[src/rtl/maze_walker_if.sv]
// Handshake and map-ROM bundle for maze_walker.
// MAZE_STEP_COUNT_EN adds the steps counter output.
interface maze_walker_if;
    logic       move_req;
    logic [1:0] dir;
    logic       restart;
    logic       rom_en;
    logic [2:0] rom_addr;
    logic [8:0] rom_data;
    logic [2:0] pos_x;
    logic [2:0] pos_y;
    logic       busy;
    logic       move_done;
    logic       bump;
    logic       win;
`ifdef MAZE_STEP_COUNT_EN
    logic [7:0] steps;
`endif

    modport slave (
        input  move_req, dir, restart, rom_data,
        output rom_en, rom_addr, pos_x, pos_y, busy, move_done, bump, win
`ifdef MAZE_STEP_COUNT_EN
        , output steps
`endif
    );

    modport master (
        output move_req, dir, restart, rom_data,
        input  rom_en, rom_addr, pos_x, pos_y, busy, move_done, bump, win
`ifdef MAZE_STEP_COUNT_EN
        , input steps
`endif
    );
endinterface

[src/rtl/maze_walker.sv]
// Player-position controller: fetches the target map row and moves only into open cells.
// Optional MAZE_STEP_COUNT_EN adds a saturating accepted-move counter (steps).
module maze_walker #(
    parameter logic [2:0] START_X = 3'd2,
    parameter logic [2:0] START_Y = 3'd0,
    parameter logic [2:0] GOAL_X  = 3'd0,
    parameter logic [2:0] GOAL_Y  = 3'd7
) (
    input  logic          clk,
    input  logic          rst_n,
    maze_walker_if.slave  bus
);

    typedef enum logic [1:0] {IDLE, FETCH, CHECK, WIN} state_t;

    localparam bit START_IS_GOAL = (START_X == GOAL_X) && (START_Y == GOAL_Y);

    state_t     state_q, state_d;
    logic [2:0] pos_x_q, pos_x_d;
    logic [2:0] pos_y_q, pos_y_d;
    logic [2:0] tx_q, tx_d;
    logic [2:0] ty_q, ty_d;
    logic       move_done_q, move_done_d;
    logic       bump_q, bump_d;
    logic       win_q, win_d;

    logic       off_grid;
    logic [2:0] tgt_x;
    logic [2:0] tgt_y;
    logic [2:0] col_sel;
    logic       cell_open;

    always_comb begin
        off_grid = 1'b0;
        tgt_x    = pos_x_q;
        tgt_y    = pos_y_q;
        unique case (bus.dir)
            2'b00: if (pos_y_q == 3'd0) off_grid = 1'b1; else tgt_y = pos_y_q - 3'd1;
            2'b01: if (pos_y_q == 3'd7) off_grid = 1'b1; else tgt_y = pos_y_q + 3'd1;
            2'b10: if (pos_x_q == 3'd0) off_grid = 1'b1; else tgt_x = pos_x_q - 3'd1;
            2'b11: if (pos_x_q == 3'd7) off_grid = 1'b1; else tgt_x = pos_x_q + 3'd1;
            default: off_grid = 1'b1;
        endcase
    end

    // Column x lives at bit 7-x; the zero-extended index never reaches bit 8.
    assign col_sel   = 3'd7 - tx_q;
    assign cell_open = bus.rom_data[{1'b0, col_sel}];

    always_comb begin
        state_d     = state_q;
        pos_x_d     = pos_x_q;
        pos_y_d     = pos_y_q;
        tx_d        = tx_q;
        ty_d        = ty_q;
        move_done_d = 1'b0;
        bump_d      = 1'b0;
        win_d       = win_q;
        if (bus.restart) begin
            state_d = START_IS_GOAL ? WIN : IDLE;
            pos_x_d = START_X;
            pos_y_d = START_Y;
            win_d   = START_IS_GOAL;
        end else begin
            unique case (state_q)
                IDLE: begin
                    if (pos_x_q == GOAL_X && pos_y_q == GOAL_Y) begin
                        state_d = WIN;
                        win_d   = 1'b1;
                    end else if (bus.move_req) begin
                        if (off_grid) begin
                            bump_d = 1'b1;
                        end else begin
                            tx_d    = tgt_x;
                            ty_d    = tgt_y;
                            state_d = FETCH;
                        end
                    end
                end
                FETCH: state_d = CHECK;
                CHECK: begin
                    if (cell_open) begin
                        pos_x_d     = tx_q;
                        pos_y_d     = ty_q;
                        move_done_d = 1'b1;
                        if (tx_q == GOAL_X && ty_q == GOAL_Y) begin
                            state_d = WIN;
                            win_d   = 1'b1;
                        end else begin
                            state_d = IDLE;
                        end
                    end else begin
                        bump_d  = 1'b1;
                        state_d = IDLE;
                    end
                end
                WIN: state_d = WIN;
                default: state_d = IDLE;
            endcase
        end
    end

    always_ff @(posedge clk or negedge rst_n) begin
        if (!rst_n) begin
            state_q     <= IDLE;
            pos_x_q     <= START_X;
            pos_y_q     <= START_Y;
            tx_q        <= '0;
            ty_q        <= '0;
            move_done_q <= 1'b0;
            bump_q      <= 1'b0;
            win_q       <= 1'b0;
        end else begin
            state_q     <= state_d;
            pos_x_q     <= pos_x_d;
            pos_y_q     <= pos_y_d;
            tx_q        <= tx_d;
            ty_q        <= ty_d;
            move_done_q <= move_done_d;
            bump_q      <= bump_d;
            win_q       <= win_d;
        end
    end

    // ty_q only changes on an accepted request, so it doubles as the held ROM address.
    assign bus.rom_en    = (state_q == FETCH);
    assign bus.rom_addr  = ty_q;
    assign bus.pos_x     = pos_x_q;
    assign bus.pos_y     = pos_y_q;
    assign bus.busy      = (state_q == FETCH) || (state_q == CHECK);
    assign bus.move_done = move_done_q;
    assign bus.bump      = bump_q;
    assign bus.win       = win_q;

`ifdef MAZE_STEP_COUNT_EN
    logic [7:0] steps_q, steps_d;

    always_comb begin
        steps_d = steps_q;
        if (bus.restart)
            steps_d = '0;
        else if (move_done_d && steps_q != '1)
            steps_d = steps_q + 8'd1;
    end

    always_ff @(posedge clk or negedge rst_n) begin
        if (!rst_n) steps_q <= '0;
        else        steps_q <= steps_d;
    end

    assign bus.steps = steps_q;
`endif

endmodule

[src/flat_wrapper.sv]
// flat-port wrapper written by rule: the top's interface ports become plain ports
module maze_walker_flat 
#(
    parameter logic [2:0] START_X = 3'd2,
    parameter logic [2:0] START_Y = 3'd0,
    parameter logic [2:0] GOAL_X  = 3'd0,
    parameter logic [2:0] GOAL_Y  = 3'd7
)
  (clk, rst_n, bus_move_req, bus_dir, bus_restart, bus_rom_data, bus_rom_en, bus_rom_addr, bus_pos_x, bus_pos_y, bus_busy, bus_move_done, bus_bump, bus_win);
  maze_walker_if bus_i ();
  input  logic clk;
  input  logic rst_n;
  input wire logic [$bits(bus_i.move_req)-1:0] bus_move_req;
  input wire logic [$bits(bus_i.dir)-1:0] bus_dir;
  input wire logic [$bits(bus_i.restart)-1:0] bus_restart;
  input wire logic [$bits(bus_i.rom_data)-1:0] bus_rom_data;
  output wire logic [$bits(bus_i.rom_en)-1:0] bus_rom_en;
  output wire logic [$bits(bus_i.rom_addr)-1:0] bus_rom_addr;
  output wire logic [$bits(bus_i.pos_x)-1:0] bus_pos_x;
  output wire logic [$bits(bus_i.pos_y)-1:0] bus_pos_y;
  output wire logic [$bits(bus_i.busy)-1:0] bus_busy;
  output wire logic [$bits(bus_i.move_done)-1:0] bus_move_done;
  output wire logic [$bits(bus_i.bump)-1:0] bus_bump;
  output wire logic [$bits(bus_i.win)-1:0] bus_win;
  assign bus_i.move_req = bus_move_req;
  assign bus_i.dir = bus_dir;
  assign bus_i.restart = bus_restart;
  assign bus_i.rom_data = bus_rom_data;
  assign bus_rom_en = bus_i.rom_en;
  assign bus_rom_addr = bus_i.rom_addr;
  assign bus_pos_x = bus_i.pos_x;
  assign bus_pos_y = bus_i.pos_y;
  assign bus_busy = bus_i.busy;
  assign bus_move_done = bus_i.move_done;
  assign bus_bump = bus_i.bump;
  assign bus_win = bus_i.win;
  maze_walker #(.START_X(START_X), .START_Y(START_Y), .GOAL_X(GOAL_X), .GOAL_Y(GOAL_Y)) u_core (.clk(clk), .rst_n(rst_n), .bus(bus_i));
endmodule
[config.mk]
export PLATFORM = sky130hd
export DESIGN_NAME = maze_walker_flat
export DESIGN_NICKNAME = d
export VERILOG_FILES = /design/src/rtl/maze_walker_if.sv /design/src/rtl/maze_walker.sv /design/src/flat_wrapper.sv
export SDC_FILE = /design/constraint.sdc
export NUM_CORES = 1
export LEC_CHECK = 0
export ABC_AREA = 1
export BUFFER_PORTS_ARGS = -buffer_cell sky130_fd_sc_hd__buf_2
export CAP_MARGIN = 20
export CORE_UTILIZATION = 32
export CTS_CLUSTER_SIZE = 8
export DETAILED_ROUTE_END_ITERATION = 8
export PLACE_DENSITY_LB_ADDON = 0.1
export SKIP_LAST_GASP = 1
export SLEW_MARGIN = 20
export SYNTH_ARGS = -nofsm -noshare
export SYNTH_HDL_FRONTEND = slang
export SYNTH_SLANG_ARGS = --single-unit
[constraint.sdc]
create_clock -name clk -period 2.8 [get_ports clk]
set_input_delay 0.28 -clock clk [delete_from_list [all_inputs] [get_ports clk]]
set_output_delay 0.28 -clock clk [all_outputs]
set_load 0.02 [all_outputs]
======== After elaboration in Yosys (flattened, before gate mapping) ========
Index checks and enable logic that the tools add are counted.
W data, S select, Z words.
cells by class
  add/sub/neg operators ................... 5
  magnitude comparators ................... 1
  equality and inequality tests ........... 14
  multiplexer cells ....................... 40
  bitwise gates (word level) .............. 3
  reductions and logical operators ........ 15
operator list
  cell                   number
  $mux W3                10
  $mux W1                17
  $mux W2                6
  $pmux W3 S2            2
  $eq A3 B3 Y1 const B   3
  $logic_not A3 Y1       3
  $ne A3 B2 Y1 const B   3
  $eq A2 B2 Y1 const B   4
  $pmux W2 S4            1
  $add A3 B1 Y3 const B  2
  $sub A3 B1 Y3 const B  2
  $lt A3 B5 Y1 const B   1
  $reduce_and A5 Y1      1
  $eq A2 B1 Y1 const B   2
  $logic_not A2 Y1       2
  $ne A4 B3 Y1 const B   1
  $ne A4 B4 Y1 const B   1
  $pmux W1 S2            2
  $pmux W1 S4            1
  $reduce_and A2 Y1      2
  $reduce_and A4 Y1      1
  $reduce_bool A2 Y1     2
  $bmux W1 S3            1
  $not A1 Y1             3
  4 further kinds        5
storage, ports and cells
  flip-flop bits (word level) ............. 17
  input port bits ......................... 15
  output and inout port bits .............. 14
  word-level logic and storage cells ...... 86

======== Longest topological paths before layout ========
  depth in word-level cells ............... 8
  mapped depth ............................ 12

======== Least setup slack after synthesis ========
No wires, ideal clock.
  kind .................................... reg2reg
  start ................................... reg u_core.pos_x_q[1], in the netlist u_core.bus.pos_x[1]
  end ..................................... reg u_core.ty_q[0], in the netlist u_core.bus.rom_addr[0]
  arrival time ............................ 1.638 ns
  data required time ...................... 2.679 ns
  setup slack ............................. 1.041 ns
  stages on the path, launching flop included .. 13
  buffers on the path ..................... 0
  cell sequence ........................... dfstp_2 > inv_1 > ha_1 > inv_1 > nor2_1 > nand2_1 > nand2_1 > nor2_1 > inv_1 > nor2_8 > inv_2 > nand2_1 > o21ai_2
on the way
  word-level cells in the longest chain between the ends .. 5
RTL lines
  what                                                     line                                                     text
  from (decl)                                              maze_walker.sv:19                                        logic [2:0] pos_x_q, pos_x_d;
  from (signal assigned)                                   maze_walker.sv:115                                       pos_x_q <= pos_x_d;
  $eq A3 B3 Y1 / $logic_not A3 Y1 (equally long branches)  maze_walker.sv:41, maze_walker.sv:40, maze_walker.sv:67
  $mux W1 (on tied branches)                               maze_walker.sv:41, maze_walker.sv:40
  $pmux W1 S4                                              maze_walker.sv:37                                        unique case (bus.dir)
  $not A1 Y1 (no source line)                              n/a
  $reduce_and A5 Y1 (no source line) (*)                   n/a
  to (signal assigned)                                     maze_walker.sv:118                                       ty_q <= ty_d;
  to (decl)                                                maze_walker.sv:22                                        logic [2:0] ty_q, ty_d;
Mark *: on every way between the ends. The rest lies on a longest branch, timed or not.
A chain may end at the register's enable or synchronous reset.

======== Worst setup path in the final report ========
  start ................................... reg u_core.pos_x_q[1], in the netlist u_core.bus.pos_x[1]
  end ..................................... reg u_core.tx_q[0]
on the way
  word-level cells in the longest chain between the ends .. 5
RTL lines
  what                                                     line                                                     text
  $eq A3 B3 Y1 / $logic_not A3 Y1 (equally long branches)  maze_walker.sv:41, maze_walker.sv:40, maze_walker.sv:67
  $mux W1 (on tied branches)                               maze_walker.sv:41, maze_walker.sv:40
  $pmux W1 S4                                              maze_walker.sv:37
  $not A1 Y1 (no source line)                              n/a
  $reduce_and A5 Y1 (no source line)                       n/a
  to (signal assigned)                                     maze_walker.sv:117                                       tx_q <= tx_d;
  to (decl)                                                maze_walker.sv:21                                        logic [2:0] tx_q, tx_d;
Several ways; a longest one is shown, not always the timed one.

==> results.txt <==
Via Count: 1104
Top cells by area in the synthesized netlist: dfrtp_1 32%, nand2_1 13%, ha_1 10%, inv_1 8.5%, nand3_1 5.3%
Fin crit share: 65.97%
Hold Vio Cnt, Final: 0
Avg Vias per Cell: 4.398
Pwr Density: 688.0 nW/um^2
Met1 usage: 15.82%
GR Util met3: 3.571%
Syn_nets: 197
Die Ht: 64.19 um
Fill cell count: 414
Ant. Diodes: 0
Post-Synthesis Cells: 172
Worst Clk Skew: 0.006272 ns
Clock sink count: 17
Final setup viols: 0
Largest net degree at the start of global routing: 18
Leak: 0.8184 nW
Slew Limit Fails: 0
FMAX: 0.5414 GHz
IO Port Bufs: 27
Synthesized flop and latch total: 17
Post-DRT Antenna Nets: 0
Slowest CP cell: dfstp_2
GRT Residual Overflow: 0
Most common cell in the netlist: nand2_1
Synth unique cells: 26
EDFF count, synth: 0
# IOs: 29
Max-Cap Viols: 0
Kind of critical path: register to register
Slew HR: 72.67%
Largest area contributor in the netlist: dfrtp_1
Clk root buf: clkbuf_8
Final net count: 229
Final Power: 1.020 mW
Vias in the first global route: 1032
Setup crit start kind: register
Rows: 22
Clock tree buffer depth: 2
YS warnings: 0
Asr flop ratio synth: 100.0%
Post-CTS setup buffers: 0
Crit-path cells: inv_1 -> ha_1 -> inv_1 -> nor2_1 -> nand2_1 -> nand2_1 -> nor2_1 -> inv_1 -> nor2_8 -> inv_2 -> nand2_1 -> o21ai_2
Status: complete, no violations
Initial drt markers: 16
GRT Total Usage: 13.56%
Worst-case vdd ir drop: 0.0004312 V
Post-synth top cells: 42 x nand2_1, 28 x inv_1, 16 x dfrtp_1, 16 x nor2_1, 13 x nand3_1
Hold Path Depth: 2
CP max FO: 9
CTS clk-pin slew, worst paths: 0.07 ns
Share of the yosys chip area belonging to registers: 34.48%
Crit end category: register
Crit path buf inv count: 4
CP required: 2.94 ns
Worst-margin pin slew: 0.4073 ns
Post_cts resized: 0
Syn Area/Cell: 7.194 um^2
Multi-input logic area: 676.9 um^2
Main synth FF type: dfrtp_1
Fin Setup TNS: 0 ns
WL/cell: 10.22 um
Initial core utilization: 33.55%
Final min period: 1.847 ns
Post-Syn Area: 1237 um^2
Area Overhead vs Synth: 19.82%
Drc violations: 0
DP HPWL: 2.175 mm
CP max stage delay: 0.56 ns
Drt total wl: 2.566 mm
CTS tree: yes
Worst Hold Class: input port to register
Unrepaired setup endpoints after global routing: false
Detailed-router iteration count before antenna repair: 4
Top Usage Layer GRT: met2
Core ar.: 3689 um^2
GPL Wtd Cong: 0.7557
Width of the die: 64.19 um
Area after DPL: 1428 um^2
Crit path max-delay family: simple AND/OR/NAND/NOR gates
Hold_buf cts: 1
M2 GR Usage: 25.27%
Reg2Reg Depth: 12
First-pass GRT wire length: 4.360 mm
Share of cells above drive strength 1: 23.65%
Final instance area: 1483 um^2
CTS Buf Count: 3
Synth top area share: 32.36%
Die ar.: 4120 um^2
Critical path arrival: 1.99 ns
Register Area: 426.7 um^2
H-tree Lvls: 1
R2R Setup Slk: 0.95 ns
Worst path depth: 12
Initial antenna violation count: 0
Skew-Pair Late Insertion Delay: 0.25 ns
==> layout by cell type, fill, tap and decap left out, types with 3 or more instances in the layout <==
master     n
a21oi_1    5
clkbuf_8   3
inv_2      4
nand2_1   42
nor2_1    16
inv_1     28
dfrtp_1   16
ha_1      10
nand2_2    4
o21ai_1    8
o21ai_0    7
nand3_1   13
buf_2     27
==> path summary, 6_finish.rpt <==
check,start,end
max in group asynchronous,rst_n,u_core.bus.pos_x[1]
max,u_core.bus.pos_x[1],u_core.tx_q[0]
min in group asynchronous,rst_n,u_core.bus.pos_x[0]
min,bus_restart,u_core.bus.bump
max reg2reg,u_core.bus.pos_x[1],u_core.tx_q[0]
min reg2reg,u_core.bus.win,u_core.bus.win
==> worst reg2reg max path, stage by stage, from the launching register on <==
cell and delay (ns):
dfstp_2 0.56, inv_1 0.07, ha_1 0.19, inv_1 0.07, nor2_1 0.06, nand2_1 0.09
nand2_1 0.07, nor2_1 0.12, inv_1 0.12, nor2_8 0.19, inv_2 0.08, nand2_1 0.07
o21ai_2 0.05
==> cell families after synthesis <==
kind of cell | share of synthesized area [%]
AO/OA/AOI/OAI | 10.62
XOR/XNOR | 2.124
adder cells (fa/ha/maj) | 10.11
flip-flops | 34.48
buffers and inverters | 10.82
AND/OR/NAND/NOR | 31.85
==> cell type report <==
class                           count  area share, %
Multi-Input combinational cell    121          45.65
Sequential cell                    17          28.78
Timing Repair Buffer               28          9.789
Inverter                           33          8.692
Tap cell                           48          4.051
Clock buffer                        4          3.038
==> registers in the layout, indices dropped and copies added (netlist names) <==
signal / flops
u_core.bus.bump: 1
u_core.bus.move_done: 1
u_core.bus.pos_x: 3
u_core.bus.pos_y: 3
u_core.bus.rom_addr: 3
u_core.bus.win: 1
u_core.state_q: 2
u_core.tx_q: 3
==> power breakdown <==
group	internal (mW)	switching, mW
registers	0.304	0.0592
logic	0.166	0.310
clock network	0.101	0.0803
==> stage by stage <==
stage | cells | worst slack (ns) | hold slack (ns) | utilization (%)
after global placement | 246 | 0.9561 | 0.2147 | 38.70
after floorplan | 172 | 1.041 | -0.01559 | -
after CTS | 251 | 0.9233 | 0.3158 | 40.20
after detailed placement | 246 | 0.9397 | 0.2266 | 38.70
final | 251 | 0.9529 | 0.3242 | 40.20
after global routing | 251 | 0.7671 | 0.3330 | 40.20
==> metal layers <==
layer  vias up  share of wire (%)
li1        600                  -
met1       482                 47
met2        20                 48
met3         2                4.7
met4         0               0.51
met5         -                  0
(Power assumes the default switching activity.)
